### src/rtl/tile_map_renderer_pkg.sv
// Shared constants, colour palette and FSM state type for the tile map renderer.
package tile_map_renderer_pkg;

  localparam int unsigned SCREEN_W    = 320;
  localparam int unsigned SCREEN_H    = 240;
  localparam int unsigned SQUARE_SIZE = 4;
  localparam int unsigned COLOUR_W    = 3;

  typedef logic [COLOUR_W-1:0] colour_t;

  localparam colour_t COLOUR_BLACK   = 3'b000;
  localparam colour_t COLOUR_BLUE    = 3'b001;
  localparam colour_t COLOUR_GREEN   = 3'b010;
  localparam colour_t COLOUR_CYAN    = 3'b011;
  localparam colour_t COLOUR_RED     = 3'b100;
  localparam colour_t COLOUR_MAGENTA = 3'b101;
  localparam colour_t COLOUR_YELLOW  = 3'b110;
  localparam colour_t COLOUR_WHITE   = 3'b111;

  typedef enum logic [2:0] {
    ST_IDLE,
    ST_FETCH,
    ST_MEM_WAIT,
    ST_ISSUE,
    ST_WAIT_DONE,
    ST_ADVANCE,
    ST_FINISH
  } state_t;

  // Counter/address width that stays at least one bit for a 1-entry range.
  function automatic int unsigned width_for(input int unsigned n);
    return (n <= 1) ? 1 : $clog2(n);
  endfunction

endpackage

### src/rtl/tile_map_renderer_if.sv
// Bundle of game-logic, map RAM and square drawer signals seen by the renderer.
interface tile_map_renderer_if
  import tile_map_renderer_pkg::*;
#(
  parameter int unsigned ADDR_W = 8
);

  logic              render_start;
  logic              render_busy;
  logic              render_done;
  logic [ADDR_W-1:0] map_addr;
  colour_t           map_data;
  logic              sq_start;
  logic              sq_done;
  logic [8:0]        sq_x;
  logic [7:0]        sq_y;
  colour_t           sq_colour;

  modport master (
    input  render_start, map_data, sq_done,
    output render_busy, render_done, map_addr, sq_start, sq_x, sq_y, sq_colour
  );

  modport slave (
    output render_start, map_data, sq_done,
    input  render_busy, render_done, map_addr, sq_start, sq_x, sq_y, sq_colour
  );

endinterface

### src/rtl/tile_map_renderer_cursor.sv
// Row/column cursor over the tile grid: clear, raster advance and last-cell flag.
module tile_cursor
  import tile_map_renderer_pkg::*;
#(
  parameter int unsigned GRID_W = 16,
  parameter int unsigned GRID_H = 16,
  localparam int unsigned COL_W = width_for(GRID_W),
  localparam int unsigned ROW_W = width_for(GRID_H)
) (
  input  logic             clk_i,
  input  logic             rst_ni,
  input  logic             clear_i,
  input  logic             advance_i,
  output logic [COL_W-1:0] col_o,
  output logic [ROW_W-1:0] row_o,
  output logic             last_o
);

  logic [COL_W-1:0] col_q, col_d;
  logic [ROW_W-1:0] row_q, row_d;
  logic             last_col;
  logic             last_row;

  assign last_col = (col_q == COL_W'(GRID_W - 1));
  assign last_row = (row_q == ROW_W'(GRID_H - 1));

  always_comb begin
    col_d = col_q;
    row_d = row_q;
    if (clear_i) begin
      col_d = '0;
      row_d = '0;
    end else if (advance_i && !(last_col && last_row)) begin
      if (last_col) begin
        col_d = '0;
        row_d = row_q + ROW_W'(1);
      end else begin
        col_d = col_q + COL_W'(1);
      end
    end
  end

  always_ff @(posedge clk_i or negedge rst_ni) begin
    if (!rst_ni) begin
      col_q <= '0;
      row_q <= '0;
    end else begin
      col_q <= col_d;
      row_q <= row_d;
    end
  end

  assign col_o  = col_q;
  assign row_o  = row_q;
  assign last_o = last_col && last_row;

endmodule

### src/rtl/tile_map_renderer.sv
// Walks the tile map in raster order, fetching each cell colour and handing
// one 4x4 square per cell to the square drawer via a start/done handshake.
module tile_map_renderer
  import tile_map_renderer_pkg::*;
#(
  parameter int unsigned GRID_W      = 16,
  parameter int unsigned GRID_H      = 16,
  parameter int unsigned X_ORIGIN    = 0,
  parameter int unsigned Y_ORIGIN    = 0,
  parameter bit          SKIP_EN     = 1'b0,
  parameter colour_t     SKIP_COLOUR = COLOUR_BLACK
) (
  input  logic                 clock,
  input  logic                 resetn,
  tile_map_renderer_if.master  bus
);

  localparam int unsigned ADDR_W = width_for(GRID_W * GRID_H);
  localparam int unsigned COL_W  = width_for(GRID_W);
  localparam int unsigned ROW_W  = width_for(GRID_H);

  state_t            state_q, state_d;
  logic [ADDR_W-1:0] addr_q, addr_d;
  logic [8:0]        x_q, x_d;
  logic [7:0]        y_q, y_d;
  colour_t           colour_q, colour_d;

  logic [COL_W-1:0]  col;
  logic [ROW_W-1:0]  row;
  logic              last_cell;
  logic              cursor_clear;
  logic              cursor_advance;

  assign cursor_clear   = (state_q == ST_IDLE) && bus.render_start;
  assign cursor_advance = (state_q == ST_ADVANCE);

  tile_cursor #(
    .GRID_W (GRID_W),
    .GRID_H (GRID_H)
  ) u_cursor (
    .clk_i     (clock),
    .rst_ni    (resetn),
    .clear_i   (cursor_clear),
    .advance_i (cursor_advance),
    .col_o     (col),
    .row_o     (row),
    .last_o    (last_cell)
  );

  // The address register is loaded one state ahead (on start / in ADVANCE) so
  // it is already stable during FETCH; in raster order row*GRID_W+col is just
  // the previous address plus one.
  always_comb begin
    state_d  = state_q;
    addr_d   = addr_q;
    x_d      = x_q;
    y_d      = y_q;
    colour_d = colour_q;
    unique case (state_q)
      ST_IDLE: begin
        if (bus.render_start) begin
          addr_d  = '0;
          state_d = ST_FETCH;
        end
      end
      ST_FETCH: state_d = ST_MEM_WAIT;
      ST_MEM_WAIT: begin
        colour_d = bus.map_data;
        x_d      = (9'(col) << 2) + 9'(X_ORIGIN);
        y_d      = (8'(row) << 2) + 8'(Y_ORIGIN);
        if (SKIP_EN && (bus.map_data == SKIP_COLOUR)) state_d = ST_ADVANCE;
        else                                          state_d = ST_ISSUE;
      end
      ST_ISSUE: state_d = ST_WAIT_DONE;
      ST_WAIT_DONE: begin
        if (bus.sq_done) state_d = ST_ADVANCE;
      end
      ST_ADVANCE: begin
        if (last_cell) begin
          state_d = ST_FINISH;
        end else begin
          addr_d  = addr_q + ADDR_W'(1);
          state_d = ST_FETCH;
        end
      end
      ST_FINISH: state_d = ST_IDLE;
      default:   state_d = ST_IDLE;
    endcase
  end

  always_ff @(posedge clock or negedge resetn) begin
    if (!resetn) begin
      state_q  <= ST_IDLE;
      addr_q   <= '0;
      x_q      <= '0;
      y_q      <= '0;
      colour_q <= '0;
    end else begin
      state_q  <= state_d;
      addr_q   <= addr_d;
      x_q      <= x_d;
      y_q      <= y_d;
      colour_q <= colour_d;
    end
  end

  assign bus.map_addr    = addr_q;
  assign bus.sq_x        = x_q;
  assign bus.sq_y        = y_q;
  assign bus.sq_colour   = colour_q;
  assign bus.sq_start    = (state_q == ST_ISSUE);
  assign bus.render_busy = (state_q != ST_IDLE);
  assign bus.render_done = (state_q == ST_FINISH);

endmodule
### src/flat_wrapper.sv
// flat-port wrapper written by rule: the top's interface ports become plain ports
module tile_map_renderer_flat import tile_map_renderer_pkg::*;
#(
  parameter int unsigned GRID_W      = 16,
  parameter int unsigned GRID_H      = 16,
  parameter int unsigned X_ORIGIN    = 0,
  parameter int unsigned Y_ORIGIN    = 0,
  parameter bit          SKIP_EN     = 1'b0,
  parameter colour_t     SKIP_COLOUR = COLOUR_BLACK
)
  (clock, resetn, bus_render_start, bus_map_data, bus_sq_done, bus_render_busy, bus_render_done, bus_map_addr, bus_sq_start, bus_sq_x, bus_sq_y, bus_sq_colour);
  tile_map_renderer_if bus_i ();
  input  logic clock;
  input  logic resetn;
  input wire logic [$bits(bus_i.render_start)-1:0] bus_render_start;
  input wire logic [$bits(bus_i.map_data)-1:0] bus_map_data;
  input wire logic [$bits(bus_i.sq_done)-1:0] bus_sq_done;
  output wire logic [$bits(bus_i.render_busy)-1:0] bus_render_busy;
  output wire logic [$bits(bus_i.render_done)-1:0] bus_render_done;
  output wire logic [$bits(bus_i.map_addr)-1:0] bus_map_addr;
  output wire logic [$bits(bus_i.sq_start)-1:0] bus_sq_start;
  output wire logic [$bits(bus_i.sq_x)-1:0] bus_sq_x;
  output wire logic [$bits(bus_i.sq_y)-1:0] bus_sq_y;
  output wire logic [$bits(bus_i.sq_colour)-1:0] bus_sq_colour;
  assign bus_i.render_start = bus_render_start;
  assign bus_i.map_data = bus_map_data;
  assign bus_i.sq_done = bus_sq_done;
  assign bus_render_busy = bus_i.render_busy;
  assign bus_render_done = bus_i.render_done;
  assign bus_map_addr = bus_i.map_addr;
  assign bus_sq_start = bus_i.sq_start;
  assign bus_sq_x = bus_i.sq_x;
  assign bus_sq_y = bus_i.sq_y;
  assign bus_sq_colour = bus_i.sq_colour;
  tile_map_renderer #(.GRID_W(GRID_W), .GRID_H(GRID_H), .X_ORIGIN(X_ORIGIN), .Y_ORIGIN(Y_ORIGIN), .SKIP_EN(SKIP_EN), .SKIP_COLOUR(SKIP_COLOUR)) u_core (.clock(clock), .resetn(resetn), .bus(bus_i));
endmodule
### config.mk
export PLATFORM = sky130hd
export DESIGN_NAME = tile_map_renderer_flat
export DESIGN_NICKNAME = d
export VERILOG_FILES = /design/src/rtl/tile_map_renderer_pkg.sv /design/src/rtl/tile_map_renderer_if.sv /design/src/rtl/tile_map_renderer_cursor.sv /design/src/rtl/tile_map_renderer.sv /design/src/flat_wrapper.sv
export SDC_FILE = /design/constraint.sdc
export NUM_CORES = 1
export LEC_CHECK = 0
export CAP_MARGIN = 25
export CORE_UTILIZATION = 40
export DETAILED_ROUTE_END_ITERATION = 7
export PLACE_DENSITY = 0.78
export SLEW_MARGIN = 10
export SYNTH_ARGS = -nofsm -noshare
export SYNTH_HDL_FRONTEND = slang
export SYNTH_SLANG_ARGS = --single-unit
### constraint.sdc
create_clock -name clock -period 2 [get_ports clock]
set_clock_uncertainty 0.15 [all_clocks]
set_input_delay 0.4 -clock clock [delete_from_list [all_inputs] [get_ports clock]]
set_output_delay 0.4 -clock clock [all_outputs]
set_load 0.02 [all_outputs]
==> flow_summary.json, run 1 <==
{
  "max_cap_violations": 0,
  "yosysUniqueCellTypes": 36,
  "layout.nets": 185,
  "cts.clk_slew.worst_paths_ns": 0.06,
  "hold_slack_ns": 0.348,
  "most_area_hungry_cell_type_in_the_yosys_netlist": "sky130_fd_sc_hd__dfrtp_1",
  "timing.rr.end": "u_core.bus.map_addr[6]$_DFFE_PN0P_",
  "detail_route.first_pass.iterations": 4,
  "period_minus_ws_final_ns": 1.95,
  "length_in_cells_of_the_worst_reg_to_reg_path": 5,
  "fin_util_pct": 54.5,
  "holdCritPathClass": "in2async",
  "clock-root-buffer": "sky130_fd_sc_hd__clkbuf_8",
  "routedWlPerCell_um": 13.3,
  "p_per_area_mw_per_mm2": 1130,
  "cts-htree-levels": 2,
  "globalplace.congestion": 0.824,
  "postLayoutSetupSlackWorst_ns": 0.0526,
  "tns_ns": 0,
  "critical-path-max-stage-delay_ns": 0.65,
  "num_rows": 21,
  "rsz_0062_raised_after_global_routing": "false",
  "rr_startpoint": "u_core.u_cursor.col_o[0]$_DFFE_PN0P_",
  "ys_async_sr_fraction_pct": 100,
  "slowest_stage": "sky130_fd_sc_hd__clkdlybuf4s50_1",
  "timing.critical_path.required_ns": 1.45,
  "critical_path.n_buffers_inverters": 1,
  "vdd_ir_drop_max_v": 0.000690,
  "detailedPlacementHpwl_um": 2120,
  "drtAntennaViolNets": 0,
  "die_width_um": 62.8,
  "postSynthCellCount": 140,
  "worst_skew_pair.late_latency_ns": 0.28,
  "final_cell_count_no_fill": 221,
  "yosys_register_bits": 30,
  "clock_sinks": 30,
  "worst_setup_path_start_kind": "flip-flop",
  "cts_tree": "done",
  "placed_cells_incl_taps": 214,
  "fin_total_pwr_mw": 2.12,
  "die_area_mm2": 0.00394,
  "totalWireLength_um": 2930,
  "cts-root-to-sink-buffers": 2,
  "share_of_final_layout_standard_cells_stronger_than_drive_strength_1_pct": 14.3,
  "timing.final.setup_violations": 0,
  "placed_cell_area_mm2": 0.00179,
  "type_of_the_setup_path_with_the_least_slack": "reg2out",
  "result_of_the_run": "finished, final reports clean",
  "dieHeight_um": 62.8,
  "floorplan.io_pins": 38,
  "pin_count_of_the_biggest_net_entering_global_routing": 31,
  "grt_remaining_overflow": 0,
  "post-route-cell-area_mm2": 0.00188,
  "timing.final.max_slew_violations": 0,
  "synth_top_cells_by_area": "sky130_fd_sc_hd__dfrtp_1 (51%), sky130_fd_sc_hd__mux2_2 (8.4%), sky130_fd_sc_hd__buf_4 (6.1%)",
  "track_usage_pct": 17.0,
  "avgViaCountPerCell": 5.29,
  "dp_worst_setup_slack_ns": 0.0886,
  "port_buffers": 28,
  "post_synth_instance_area_mm2": 0.00148,
  "rrSetupSlack_ns": 0.13,
  "coreArea_mm2": 0.00344,
  "path_max_fanout": 7,
  "antenna_found_initial": 0,
  "synth_edf_count": 0,
  "timing.critical_path.max_delay_family": "buffers and inverters",
  "chain_of_cells_forming_the_critical_path": "clkdlybuf4s50_1",
  "synth.yosys.seq_area_share_pct": 50.8,
  "routed-via-count": 1168,
  "synth-warning-count": 0,
  "grt_pass1_vias": 1176,
  "p_leak_nw": 0.877,
  "ant_diodes": 0,
  "drt-initial-drc-count": 69,
  "synth_ff_type": "sky130_fd_sc_hd__dfrtp_1",
  "crit_path_end_kind": "output pin",
  "arrival_ns": 1.40,
  "post_cts_buffers": 0,
  "cts_hold_buffers": 0,
  "max_clock_freq_mhz": 514,
  "initial_utilization_pct": 43.0,
  "synth_top_cell_area_share_pct": 50.8,
  "share_of_the_clock_period_used_by_the_worst_path_after_layout_pct": 97.4,
  "tritoncts.num_buffers": 5,
  "post-route-drc-count": 0,
  "post_synth.cell_area_avg_um2": 10.6,
  "grt_pass1_wl_um": 5150,
  "areaGrowthSynthToFinish_pct": 26.8,
  "final_hold_vios": 0
}
report_power, final:
part	leakage, nW	total (mW)	switching [mW]	internal, mW
Sequential	0.405	0.854	0.122	0.731
Clock	0.0383	0.446	0.208	0.239
Combinational	0.433	0.816	0.433	0.383
Total	0.877	2.12	0.763	1.35
area by class of cell:
cell class | instances | area (um^2)
Fill cell | 322 | 1570
Sequential cell | 30 | 752
Multi-Input combinational cell | 103 | 664
Timing Repair Buffer | 34 | 322
Clock buffer | 7 | 76.3
Tap cell | 46 | 57.6
Inverter | 1 | 3.75
cells in the mapped netlist (2+ instances only):
library cell	n
sky130_fd_sc_hd__mux2i_1	4
sky130_fd_sc_hd__nor3_1	4
sky130_fd_sc_hd__nand2_1	15
sky130_fd_sc_hd__buf_4	12
sky130_fd_sc_hd__mux2_2	11
sky130_fd_sc_hd__or4_1	2
sky130_fd_sc_hd__nor2b_1	2
sky130_fd_sc_hd__o21bai_1	2
sky130_fd_sc_hd__dfrtp_1	30
sky130_fd_sc_hd__and3_1	3
sky130_fd_sc_hd__and3b_1	2
sky130_fd_sc_hd__nand3_1	9
sky130_fd_sc_hd__a21oi_1	7
sky130_fd_sc_hd__o21ai_0	3
sky130_fd_sc_hd__o31ai_1	4
sky130_fd_sc_hd__ha_1	3
sky130_fd_sc_hd__nor2_1	8
logic make-up (layout without fill, tap and decap cells):
| family | Yosys count | after routing | share of synthesized area [%] |
|---|---|---|---|
| multiplexers | 15 | 15 | 11.1 |
| buffers and inverters | 15 | 42 | 6.94 |
| AO/OA/AOI/OAI | 23 | 23 | 9.73 |
| XOR/XNOR | 2 | 2 | 1.18 |
| adder cells (fa/ha/maj) | 3 | 3 | 2.54 |
| flip-flops | 30 | 30 | 50.8 |
| AND/OR/NAND/NOR | 51 | 51 | 17.5 |
| other | 1 | 9 | 0.254 |
layout by cell type (no fill, tap or decap), drive strengths merged, types with 6 or more instances in the layout:
| cell type | n |
|---|---|
| nor2 | 8 |
| dfrtp | 30 |
| nand3 | 9 |
| mux2 | 11 |
| nand2 | 15 |
| conb | 9 |
| clkdlybuf4s50 | 25 |
| a21oi | 7 |
| buf | 6 |
| clkbuf | 7 |
state kept, by name (all words and copies together), names as in the netlist:
name,cells
u_core.bus.map_addr,8
u_core.bus.sq_colour,3
u_core.bus.sq_x,4
u_core.bus.sq_y,4
u_core.state_q,3
u_core.u_cursor.col_o,4
u_core.u_cursor.row_o,4
worst max path at each step:
stage                                               end  depth (start not counted)  slack [ns]                                  from
finish                                  bus_map_addr[2]                          1        0.05    u_core.bus.map_addr[2]$_DFFE_PN0P_
detailed placement   u_core.bus.map_addr[6]$_DFFE_PN0P_                          5        0.09  u_core.u_cursor.col_o[0]$_DFFE_PN0P_
global route                            bus_render_busy                          3        0.02         u_core.state_q[1]$_DFFE_PN0P_
floorplan           u_core.bus.sq_colour[0]$_DFFE_PN0P_                          4        0.36         u_core.state_q[0]$_DFFE_PN0P_
global placement                        bus_render_busy                          3        0.16         u_core.state_q[1]$_DFFE_PN0P_
CTS                                     bus_map_addr[2]                          1        0.05    u_core.bus.map_addr[2]$_DFFE_PN0P_
metal layers:
metal,GRT usage [%],routed length (um)
met5,0,0
met2,28.9,1450
met3,6.20,139
met1,19.2,1300
met4,6.98,43
timing repair:
item                                    CTS  global route
endpoints found under the setup margin    3             3
gates resized for setup                   5             1
gates cloned                              0             0
(Power assumes the default switching activity.)
==> run 2, diff against run 1 <==
--- a/config.mk
+++ b/config.mk
@@ -6,9 +6,9 @@
 export NUM_CORES = 1
 export LEC_CHECK = 0
 export CAP_MARGIN = 25
-export CORE_UTILIZATION = 40
+export CORE_UTILIZATION = 35
 export DETAILED_ROUTE_END_ITERATION = 7
-export PLACE_DENSITY = 0.78
+export PLACE_DENSITY = 0.71
 export SLEW_MARGIN = 10
 export SYNTH_ARGS = -nofsm -noshare
 export SYNTH_HDL_FRONTEND = slang
==> run 2 against run 1 <==
Cell area rose by 0.93%. Die area rose by 14%. Sequential power rose by 2%. Count of clock-buffer cells in the layout did not move. Worst setup slack improved by 0.039 ns. Cell count rose by 2.3%. Combinational power fell by 4.7%. Fmax rose by 2.0%. Sequential share of layout area fell by 0.30 points. Clock power rose by 10%. Critical endpoint is now bus_map_addr[0]. Highest routed layer unchanged.
==> flow_summary.json, run 2 (same netlist as run 1, synthesis figures left out) <==
{
  "result_of_the_run": "finished, final reports clean",
  "initial_utilization_pct": 36.7,
  "routedWlPerCell_um": 12.8,
  "dieHeight_um": 67.0,
  "grt_remaining_overflow": 0,
  "critical_path.n_buffers_inverters": 1,
  "period_minus_ws_final_ns": 1.91,
  "floorplan.io_pins": 38,
  "postLayoutSetupSlackWorst_ns": 0.0916,
  "tns_ns": 0,
  "chain_of_cells_forming_the_critical_path": "clkdlybuf4s50_1",
  "post-route-drc-count": 0,
  "seqPwrFrac_pct": 40.7,
  "p_per_area_mw_per_mm2": 1130,
  "cts-htree-levels": 2,
  "share_of_final_layout_standard_cells_stronger_than_drive_strength_1_pct": 15.3,
  "rsz_0062_raised_after_global_routing": "false",
  "crit_path_end_kind": "output pin",
  "drtAntennaViolNets": 0,
  "layout_commonest_cell": "sky130_fd_sc_hd__dfrtp_1",
  "power_switching_mw": 0.764,
  "placed_cell_area_mm2": 0.00180,
  "timing.critical_path.required_ns": 1.45,
  "timing.final.setup_violations": 0,
  "timing.critical_path.max_delay_family": "buffers and inverters",
  "max_clock_freq_mhz": 524,
  "clock-root-buffer": "sky130_fd_sc_hd__clkbuf_8",
  "worst_setup_path_start_kind": "flip-flop",
  "coreArea_mm2": 0.00403,
  "die_width_um": 67.0,
  "track_usage_pct": 14.6,
  "routed-via-count": 1150,
  "cts_tree": "done",
  "power.clock.fraction_pct": 23.0,
  "power.share.switching_pct": 35.7,
  "drt-initial-drc-count": 64,
  "ant_diodes": 0,
  "port_buffers": 28,
  "post-route-cell-area_mm2": 0.00189,
  "holdCritPathClass": "in2async",
  "path_max_fanout": 6,
  "antenna_found_initial": 0,
  "totalWireLength_um": 2900,
  "cellInternalPower_mw": 1.38,
  "largest_register_ffs": 8,
  "dp_worst_setup_slack_ns": 0.0663,
  "layout_common_cells": "sky130_fd_sc_hd__dfrtp_1 (28), sky130_fd_sc_hd__clkdlybuf4s50_1 (25), sky130_fd_sc_hd__nand2_1 (15), sky130_fd_sc_hd__mux2_2 (11)",
  "avgViaCountPerCell": 5.09,
  "pin_count_of_the_biggest_net_entering_global_routing": 31,
  "detailedPlacementHpwl_um": 2080,
  "type_of_the_setup_path_with_the_least_slack": "reg2out",
  "layout.nets": 185,
  "final_cell_count_no_fill": 226,
  "detail_route.first_pass.iterations": 6,
  "cts.clk_slew.worst_paths_ns": 0.06,
  "clock_sinks": 30,
  "vdd_ir_drop_max_v": 0.000776,
  "arrival_ns": 1.36,
  "globalplace.congestion": 0.781,
  "cts-root-to-sink-buffers": 2,
  "num_rows": 23,
  "slowest_stage": "sky130_fd_sc_hd__clkdlybuf4s50_1",
  "hold_slack_ns": 0.357,
  "areaGrowthSynthToFinish_pct": 28.0,
  "share_of_the_clock_period_used_by_the_worst_path_after_layout_pct": 95.4,
  "worst_skew_pair.late_latency_ns": 0.27,
  "die_area_mm2": 0.00449,
  "critical-path-max-stage-delay_ns": 0.64,
  "final_hold_vios": 0,
  "placed_cells_incl_taps": 218,
  "tritoncts.num_buffers": 5,
  "p_comb_share_pct": 36.3,
  "max_cap_violations": 0,
  "grt_pass1_wl_um": 4850,
  "timing.final.max_slew_violations": 0,
  "grt_pass1_vias": 1096,
  "p_leak_nw": 0.884,
  "cts_hold_buffers": 0
}
run 2: cell types whose count changed in the layout (fill, tap and decap cells not counted), sizes merged:
cell	delta
clkinv	+1
run 2: worst paths after layout:
| check | startpoint | endpoint | slack, ns | depth (start not counted) |
|---|---|---|---|---|
| max | u_core.bus.map_addr[0]$_DFFE_PN0P_ | bus_map_addr[0] | 0.09 | 1 |
| min | resetn | u_core.bus.map_addr[3]$_DFFE_PN0P_ | 0.36 | 2 |
| max reg2reg | u_core.u_cursor.row_o[0]$_DFFE_PN0P_ | u_core.bus.map_addr[6]$_DFFE_PN0P_ | 0.19 | 5 |
| min reg2reg | u_core.bus.sq_y[2]$_DFFE_PN0P_ | u_core.bus.sq_y[2]$_DFFE_PN0P_ | 0.36 | 1 |
| max in group asynchronous | resetn | u_core.state_q[2]$_DFFE_PN0P_ | 1.04 | 2 |
| min in group clock | u_core.bus.sq_y[2]$_DFFE_PN0P_ | u_core.bus.sq_y[2]$_DFFE_PN0P_ | 0.36 | 1 |
run 2: layout make-up:
cell class              instances  area [um^2]
well taps                      50         62.6
clock inverters                 1         5.00
clock buffers                   7         86.3
flip-flops and latches         30          753
repair buffers                 34          322
fillers                       371         2140
inverters                       1         3.75
multi-input cells             103          661
run 2: metal layers:
metal  GRT usage, %  part of all wire [%]  routed length, um
met4           6.38                   1.6                 46
met2           23.6                    49               1410
met5              0                     0                  0
met3           3.60                   4.0                116
met1           18.3                    46               1320
run 2: per-stage QoR:
| step | total power, mW | util (%) |
|---|---|---|
| final | 2.14 | 47.0 |
| after global routing | 2.28 | 47.0 |
| after CTS | 2.16 | 47.0 |
| after detailed placement | 1.67 | 44.6 |
| after global placement | 1.64 | 44.6 |
| after floorplan | 1.37 | - |
run 2: power groups by stage:
stage               Sequential, mW  Clock (mW)  Combinational, mW
finish                       0.873       0.492              0.778
global route                 0.901       0.530              0.850
CTS                          0.872       0.507              0.785
detailed placement           0.870           0              0.797
global placement             0.855           0              0.784
floorplan                    0.906           0              0.461
run 2: timing repair:
item,CTS,global route
gates resized for setup,6,0
endpoints found under the setup margin,3,0
setup buffers,0,0
